`config.mk`:
```
export PLATFORM = sky130hd
export DESIGN_NAME = timer_compare_unit
export DESIGN_NICKNAME = d
export VERILOG_FILES = /design/src/rtl/timer_compare_unit.sv
export SDC_FILE = /design/constraint.sdc
export NUM_CORES = 1
export LEC_CHECK = 0
export ABC_AREA = 1
export CAP_MARGIN = 10
export CORE_MARGIN = 4
export CORE_UTILIZATION = 50
export CTS_BUF_LIST = sky130_fd_sc_hd__clkbuf_16
export CTS_CLUSTER_DIAMETER = 100
export DETAILED_ROUTE_END_ITERATION = 10
export PLACE_DENSITY = 0.76
export SETUP_SLACK_MARGIN = 0.02
export SYNTH_ARGS = -nofsm -noshare
export SYNTH_HDL_FRONTEND = slang
export SYNTH_SLANG_ARGS = --single-unit
```
`constraint.sdc`:
```
create_clock -name clk -period 4.1 [get_ports clk]
set_clock_uncertainty 0.2 [all_clocks]
set_input_delay 1.23 -clock clk [delete_from_list [all_inputs] [get_ports clk]]
set_output_delay 1.23 -clock clk [all_outputs]
set_load 0.005 [all_outputs]
```
`src/rtl/timer_compare_unit.sv`:
```
// Tick-driven compare timer: WIDTH-bit counter, compare match, one-shot mode, W1C status, level irq.
// Defining TIMER_CAPTURE_EN adds the cap_in port with a synchronised input-capture register.
module timer_compare_unit #(
    parameter int unsigned WIDTH = 32
) (
    input  logic        clk,
    input  logic        rst,
    input  logic        tick,
    input  logic [4:0]  bus_addr,
    input  logic [31:0] bus_wdata,
    input  logic        bus_we,
    input  logic        bus_re,
    output logic [31:0] bus_rdata,
    output logic        irq
`ifdef TIMER_CAPTURE_EN
    ,
    input  logic        cap_in
`endif
);

    localparam logic [4:0] ADDR_CTRL    = 5'h00;
    localparam logic [4:0] ADDR_COUNT   = 5'h04;
    localparam logic [4:0] ADDR_CMP     = 5'h08;
    localparam logic [4:0] ADDR_STATUS  = 5'h0C;
    localparam logic [4:0] ADDR_CAPTURE = 5'h10;

    localparam logic [1:0] ST_IDLE = 2'd0;
    localparam logic [1:0] ST_RUN  = 2'd1;
    localparam logic [1:0] ST_STOP = 2'd2;

    localparam logic [WIDTH-1:0] COUNT_ONE = {{(WIDTH-1){1'b0}}, 1'b1};

    logic [2:0]       r_ctrl;
    logic [WIDTH-1:0] r_count;
    logic [WIDTH-1:0] r_cmp;
    logic             r_match;
    logic             r_done;
    logic [1:0]       r_state;
    logic [31:0]      r_rdata;

    logic [2:0]       w_ctrl_d;
    logic [WIDTH-1:0] w_count_d;
    logic             w_match_d;
    logic             w_done_d;
    logic [1:0]       w_state_d;
    logic [31:0]      w_rdata_d;

    logic             w_wr_ctrl;
    logic             w_wr_count;
    logic             w_wr_cmp;
    logic             w_wr_status;
    logic [2:0]       w_clr;
    logic             w_run_tick;
    logic             w_hit;
    logic             w_match_set;
    logic             w_done_set;

    logic             w_cap_flag;
    logic [WIDTH-1:0] w_capture_val;

    logic [31:0]      w_count_ext;
    logic [31:0]      w_cmp_ext;
    logic [31:0]      w_capture_ext;
    logic             w_unused_wdata;

    assign w_wr_ctrl   = bus_we && (bus_addr == ADDR_CTRL);
    assign w_wr_count  = bus_we && (bus_addr == ADDR_COUNT);
    assign w_wr_cmp    = bus_we && (bus_addr == ADDR_CMP);
    assign w_wr_status = bus_we && (bus_addr == ADDR_STATUS);
    assign w_clr       = w_wr_status ? bus_wdata[2:0] : 3'b000;

    // A same-cycle COUNT write drops the tick entirely, flags included.
    assign w_run_tick  = (r_state == ST_RUN) && tick && !w_wr_count;
    assign w_hit       = (r_count == r_cmp);
    assign w_match_set = w_run_tick && w_hit;
    assign w_done_set  = w_match_set && r_ctrl[1];

    assign w_unused_wdata = ^{bus_wdata, w_clr};

    always_comb begin
        w_count_d = r_count;
        if (w_wr_count) begin
            w_count_d = bus_wdata[WIDTH-1:0];
        end else if (w_run_tick) begin
            w_count_d = w_hit ? '0 : (r_count + COUNT_ONE);
        end
    end

    // A software CTRL write overrides the hardware EN clear of a one-shot completion.
    always_comb begin
        w_ctrl_d = r_ctrl;
        if (w_wr_ctrl) begin
            w_ctrl_d = bus_wdata[2:0];
        end else if (w_done_set) begin
            w_ctrl_d[0] = 1'b0;
        end
    end

    always_comb begin
        w_state_d = r_state;
        case (r_state)
            ST_IDLE, ST_STOP: begin
                if (w_ctrl_d[0]) begin
                    w_state_d = ST_RUN;
                end
            end
            ST_RUN: begin
                if (!w_ctrl_d[0]) begin
                    w_state_d = w_done_set ? ST_STOP : ST_IDLE;
                end
            end
            default: w_state_d = ST_IDLE;
        endcase
    end

    assign w_match_d = w_match_set | (r_match & ~w_clr[0]);
    assign w_done_d  = w_done_set  | (r_done  & ~w_clr[1]);

    always_ff @(posedge clk or posedge rst) begin
        if (rst) begin
            r_ctrl  <= 3'b000;
            r_count <= '0;
            r_cmp   <= '0;
            r_match <= 1'b0;
            r_done  <= 1'b0;
            r_state <= ST_IDLE;
        end else begin
            r_ctrl  <= w_ctrl_d;
            r_count <= w_count_d;
            if (w_wr_cmp) begin
                r_cmp <= bus_wdata[WIDTH-1:0];
            end
            r_match <= w_match_d;
            r_done  <= w_done_d;
            r_state <= w_state_d;
        end
    end

`ifdef TIMER_CAPTURE_EN
    logic [1:0]       r_cap_sync;
    logic             r_cap_prev;
    logic             r_cap;
    logic [WIDTH-1:0] r_capture;
    logic             w_cap_edge;

    assign w_cap_edge = r_cap_sync[1] & ~r_cap_prev;

    // Captures the pre-tick COUNT, independent of FSM state.
    always_ff @(posedge clk or posedge rst) begin
        if (rst) begin
            r_cap_sync <= 2'b00;
            r_cap_prev <= 1'b0;
            r_cap      <= 1'b0;
            r_capture  <= '0;
        end else begin
            r_cap_sync <= {r_cap_sync[0], cap_in};
            r_cap_prev <= r_cap_sync[1];
            r_cap      <= w_cap_edge | (r_cap & ~w_clr[2]);
            if (w_cap_edge) begin
                r_capture <= r_count;
            end
        end
    end

    assign w_cap_flag    = r_cap;
    assign w_capture_val = r_capture;
`else
    assign w_cap_flag    = 1'b0;
    assign w_capture_val = '0;
`endif

    always_comb begin
        w_count_ext                = '0;
        w_cmp_ext                  = '0;
        w_capture_ext              = '0;
        w_count_ext[WIDTH-1:0]     = r_count;
        w_cmp_ext[WIDTH-1:0]       = r_cmp;
        w_capture_ext[WIDTH-1:0]   = w_capture_val;
    end

    always_comb begin
        w_rdata_d = '0;
        case (bus_addr)
            ADDR_CTRL:    w_rdata_d = {29'd0, r_ctrl};
            ADDR_COUNT:   w_rdata_d = w_count_ext;
            ADDR_CMP:     w_rdata_d = w_cmp_ext;
            ADDR_STATUS:  w_rdata_d = {29'd0, w_cap_flag, r_done, r_match};
            ADDR_CAPTURE: w_rdata_d = w_capture_ext;
            default:      w_rdata_d = '0;
        endcase
    end

    always_ff @(posedge clk or posedge rst) begin
        if (rst) begin
            r_rdata <= '0;
        end else if (bus_re) begin
            r_rdata <= w_rdata_d;
        end
    end

    assign bus_rdata = r_rdata;
    assign irq       = r_ctrl[2] & (r_match | w_cap_flag);

endmodule
```
==> qor.yml <==
synthesis:
  yosysWarnings: 0
  synthAdderAreaFrac_pct: 0.220
  synth_area_per_cell_um2: 7.60
  syn_nets: 792
  synth_top_family_by_area: "simple AND/OR/NAND/NOR gates"
  synthCells: 749
  synthesis.area_um2: 5690
  synth-xor-area-share_pct: 6.93
  yosysUniqueCellTypes: 33
  ys_seq_area_share_pct: 45.3
  synth_compound_area_share_pct: 12.3
  synth_simple_gate_area_share_pct: 25.8
  ys_ff_latch: 103
  muxShareOfSynthArea_pct: 1.19
hold_path:
  holdCritPathClass: "reg -> reg"
  worstHoldStart: "bus_rdata[9]"
die:
  fp.dieW_um: 115
  fp.dieH_um: 115
  die_area_um2: 13100
  placementRows: 38
  core_um2: 11000
  start_util_pct: 51.8
  ioPinCount: 75
cts:
  cts_tree: "built"
  clock_path_buffers: 2
  clock_latency_ns: 0.36
  clkTransAtPathRegs_ns: 0.07
  hold_buffers: 0
  cts_setup_buffers: 0
  htree_levels: 3
  cts_sinks: 103
  clockRootBuffer: "clkbuf_16"
  cts_resized: 0
  cts_made_buffers: 9
setup_path:
  worstSetupStartpointType: "primary input"
  worstPathCellList: "clkdlybuf4s50_1 -> nor2_1 -> nand3_1 -> nor2_2 -> buf_4 -> inv_2 -> nand2_2 -> inv_2 -> nand2_1 -> o211ai_1"
  arrival_ns: 3.53
  cp_slowest_cell: "clkdlybuf4s50_1"
  r2r-start: "r_count[5]"
  path_class: "in -> reg"
  max_stage_delay_ns: 0.51
  cp.required_ns: 4.16
  crit_path_start: "bus_addr[4]"
  crit_top_cell: "inv_2"
  worstSetupEndpointType: "flip-flop"
  crit_fanout: 25
timing:
  fmax_ghz: 0.288
  timing.final.crit_share_pct: 84.6
  rsz0062_at_grt: "no"
  finalHoldViolations: 0
  worst_pin_slew_ns: 0.956
  setup_slack_ns: 0.629
  finalSetupViolCount: 0
  max_slew_margin_pct: 36.2
  min_period_ns: 3.47
  tns_ns: 0
  slew_violations: 0
global_route:
  grt-ovfl-total: 0
  grt_pass1_wl_mm: 25.7
  grt_pass1_vias: 5124
  track_usage_pct: 25.1
  antenna_found_initial: 0
  grt_max_degree: 104
placed_design:
  port_buffers: 74
  dp_worst_setup_slack_ns: 0.287
  gp_congestion: 0.950
  dpl.hpwl_mm: 11.0
power_and_ir_drop:
  power_mw: 3.28
  p_clk_share_pct: 23.4
  combPwrFrac_pct: 30.3
  p_int_mw: 2.06
  power_leakage_nw: 3.19
  ir_drop_mv: 0.243
  p_sw_share_pct: 37.0
  power.switching_mw: 1.21
  power_density_nw_per_um2: 481
  seqPwrFrac_pct: 46.3
drt:
  ant_nets: 0
  vias: 5150
  drc: 0
  first_pass_iters: 5
  wl_per_cell_um: 16.2
  finalWirelength_mm: 15.5
  via_per_inst: 5.39
  drt_iter0_markers: 460
outcome:
  outcome: "complete, no violations"
finish:
  fin_nets: 854
  final_common_cell: "nand2_1"
  area_delta_synth_final_pct: 19.7
  diodes: 0
  nFillCells: 1013
  drive_above_1_share_pct: 5.15
  final_cell_mix: "nand2_1, dfrtp_1, inv_1"
job:
  drv_cap: 0
area by class of cell:
cell class / count / area, um^2 / share of cell area [%]
multi-input combinational: 525 / 2640 / 38.8
sequential: 103 / 2580 / 37.9
timing repair buffer: 82 / 826 / 12.1
inverter: 90 / 342 / 5.02
clock buffer: 9 / 225 / 3.31
tap: 140 / 175 / 2.57
clock inverter: 6 / 23.8 / 0.349
per-layer routing:
metal | share of wire (%) | vias up | track usage [%]
met5 | 0 | - | 0
met1 | 45 | 2435 | 35.1
met4 | 2.6 | 0 | 10.1
li1 | - | 2497 | -
met2 | 47 | 182 | 39.6
met3 | 6.0 | 36 | 3.07
sequential cells by signal (all words and copies together), names as in the netlist:
signal     count
r_ctrl         3
r_count       32
r_state        2
bus_rdata     32
r_match        1
r_cmp         32
r_done         1
kinds of logic (layout without fill, tap and decap cells):
group / after synthesis / in the layout
xor+xnor: 45 / 45
simple gates: 359 / 359
buf+inv: 121 / 187
mux: 6 / 6
flops: 103 / 103
compound gates: 114 / 114
fa+ha+maj: 1 / 1
path summary, 6_finish.rpt:
path	endpoint	slack, ns	cells past startpoint
worst max-delay path	r_count[17]	0.63	10
worst min-delay path	bus_rdata[9]	0.28	2
worst max register to register	r_count[26]	1.07	13
worst min register to register	bus_rdata[9]	0.28	2
max in group asynchronous	r_count[1]	2.10	3
min in group asynchronous	r_cmp[7]	1.18	3
synthesized netlist by cell type:
cell | number | area, um^2
o211ai_1 | 9 | 67.6
mux2_2 | 6 | 67.6
o31ai_1 | 1 | 7.51
buf_4 | 2 | 15.0
nand2_1 | 264 | 991
nor3_1 | 10 | 50.1
nand4_1 | 9 | 56.3
nand3_1 | 21 | 105
xnor2_1 | 23 | 201
o221ai_1 | 3 | 26.3
nor2_1 | 38 | 143
dfrtp_1 | 103 | 2580
ha_1 | 1 | 12.5
clkbuf_1 | 17 | 63.8
inv_1 | 88 | 330
clkbuf_2 | 2 | 10.0
buf_1 | 4 | 15.0
o21bai_1 | 15 | 113
and3_1 | 2 | 12.5
o21bai_2 | 1 | 11.3
a22o_1 | 2 | 17.5
nor4_1 | 1 | 6.26
a21oi_1 | 5 | 25.0
nor3_2 | 1 | 10.0
o21ai_0 | 48 | 240
o22ai_1 | 28 | 175
buf_2 | 6 | 30.0
nor3_4 | 1 | 16.3
o2111ai_1 | 2 | 17.5
inv_2 | 2 | 7.51
nor2_2 | 8 | 50.1
nand2_2 | 4 | 25.0
xor2_1 | 22 | 193
critical path: cells and delay by family:
| kind | cells | cell delay, ns |
|---|---|---|
| compound gates | 1 | 0.10 |
| simple gates | 5 | 0.81 |
| buf+inv | 4 | 1.37 |
through the flow:
step	instances	utilization (%)	instance area [um^2]	hold slack, ns
global route	955	62.0	6810	0.296
global placement	940	59.7	6560	0.260
finish	955	62.0	6810	0.276
floorplan	749	-	5690	0.271
detailed placement	940	59.7	6560	0.264
CTS	955	62.0	6810	0.282
power groups by stage:
stage | logic (mW) | clock network (mW) | registers (mW)
after global placement | 0.959 | 0 | 1.52
after floorplan | 0.762 | 0 | 1.43
after global routing | 1.13 | 0.819 | 1.55
final | 0.993 | 0.768 | 1.52
after CTS | 0.994 | 0.778 | 1.51
after detailed placement | 0.987 | 0 | 1.52
No activity file was read; power rests on OpenSTA's default activity.
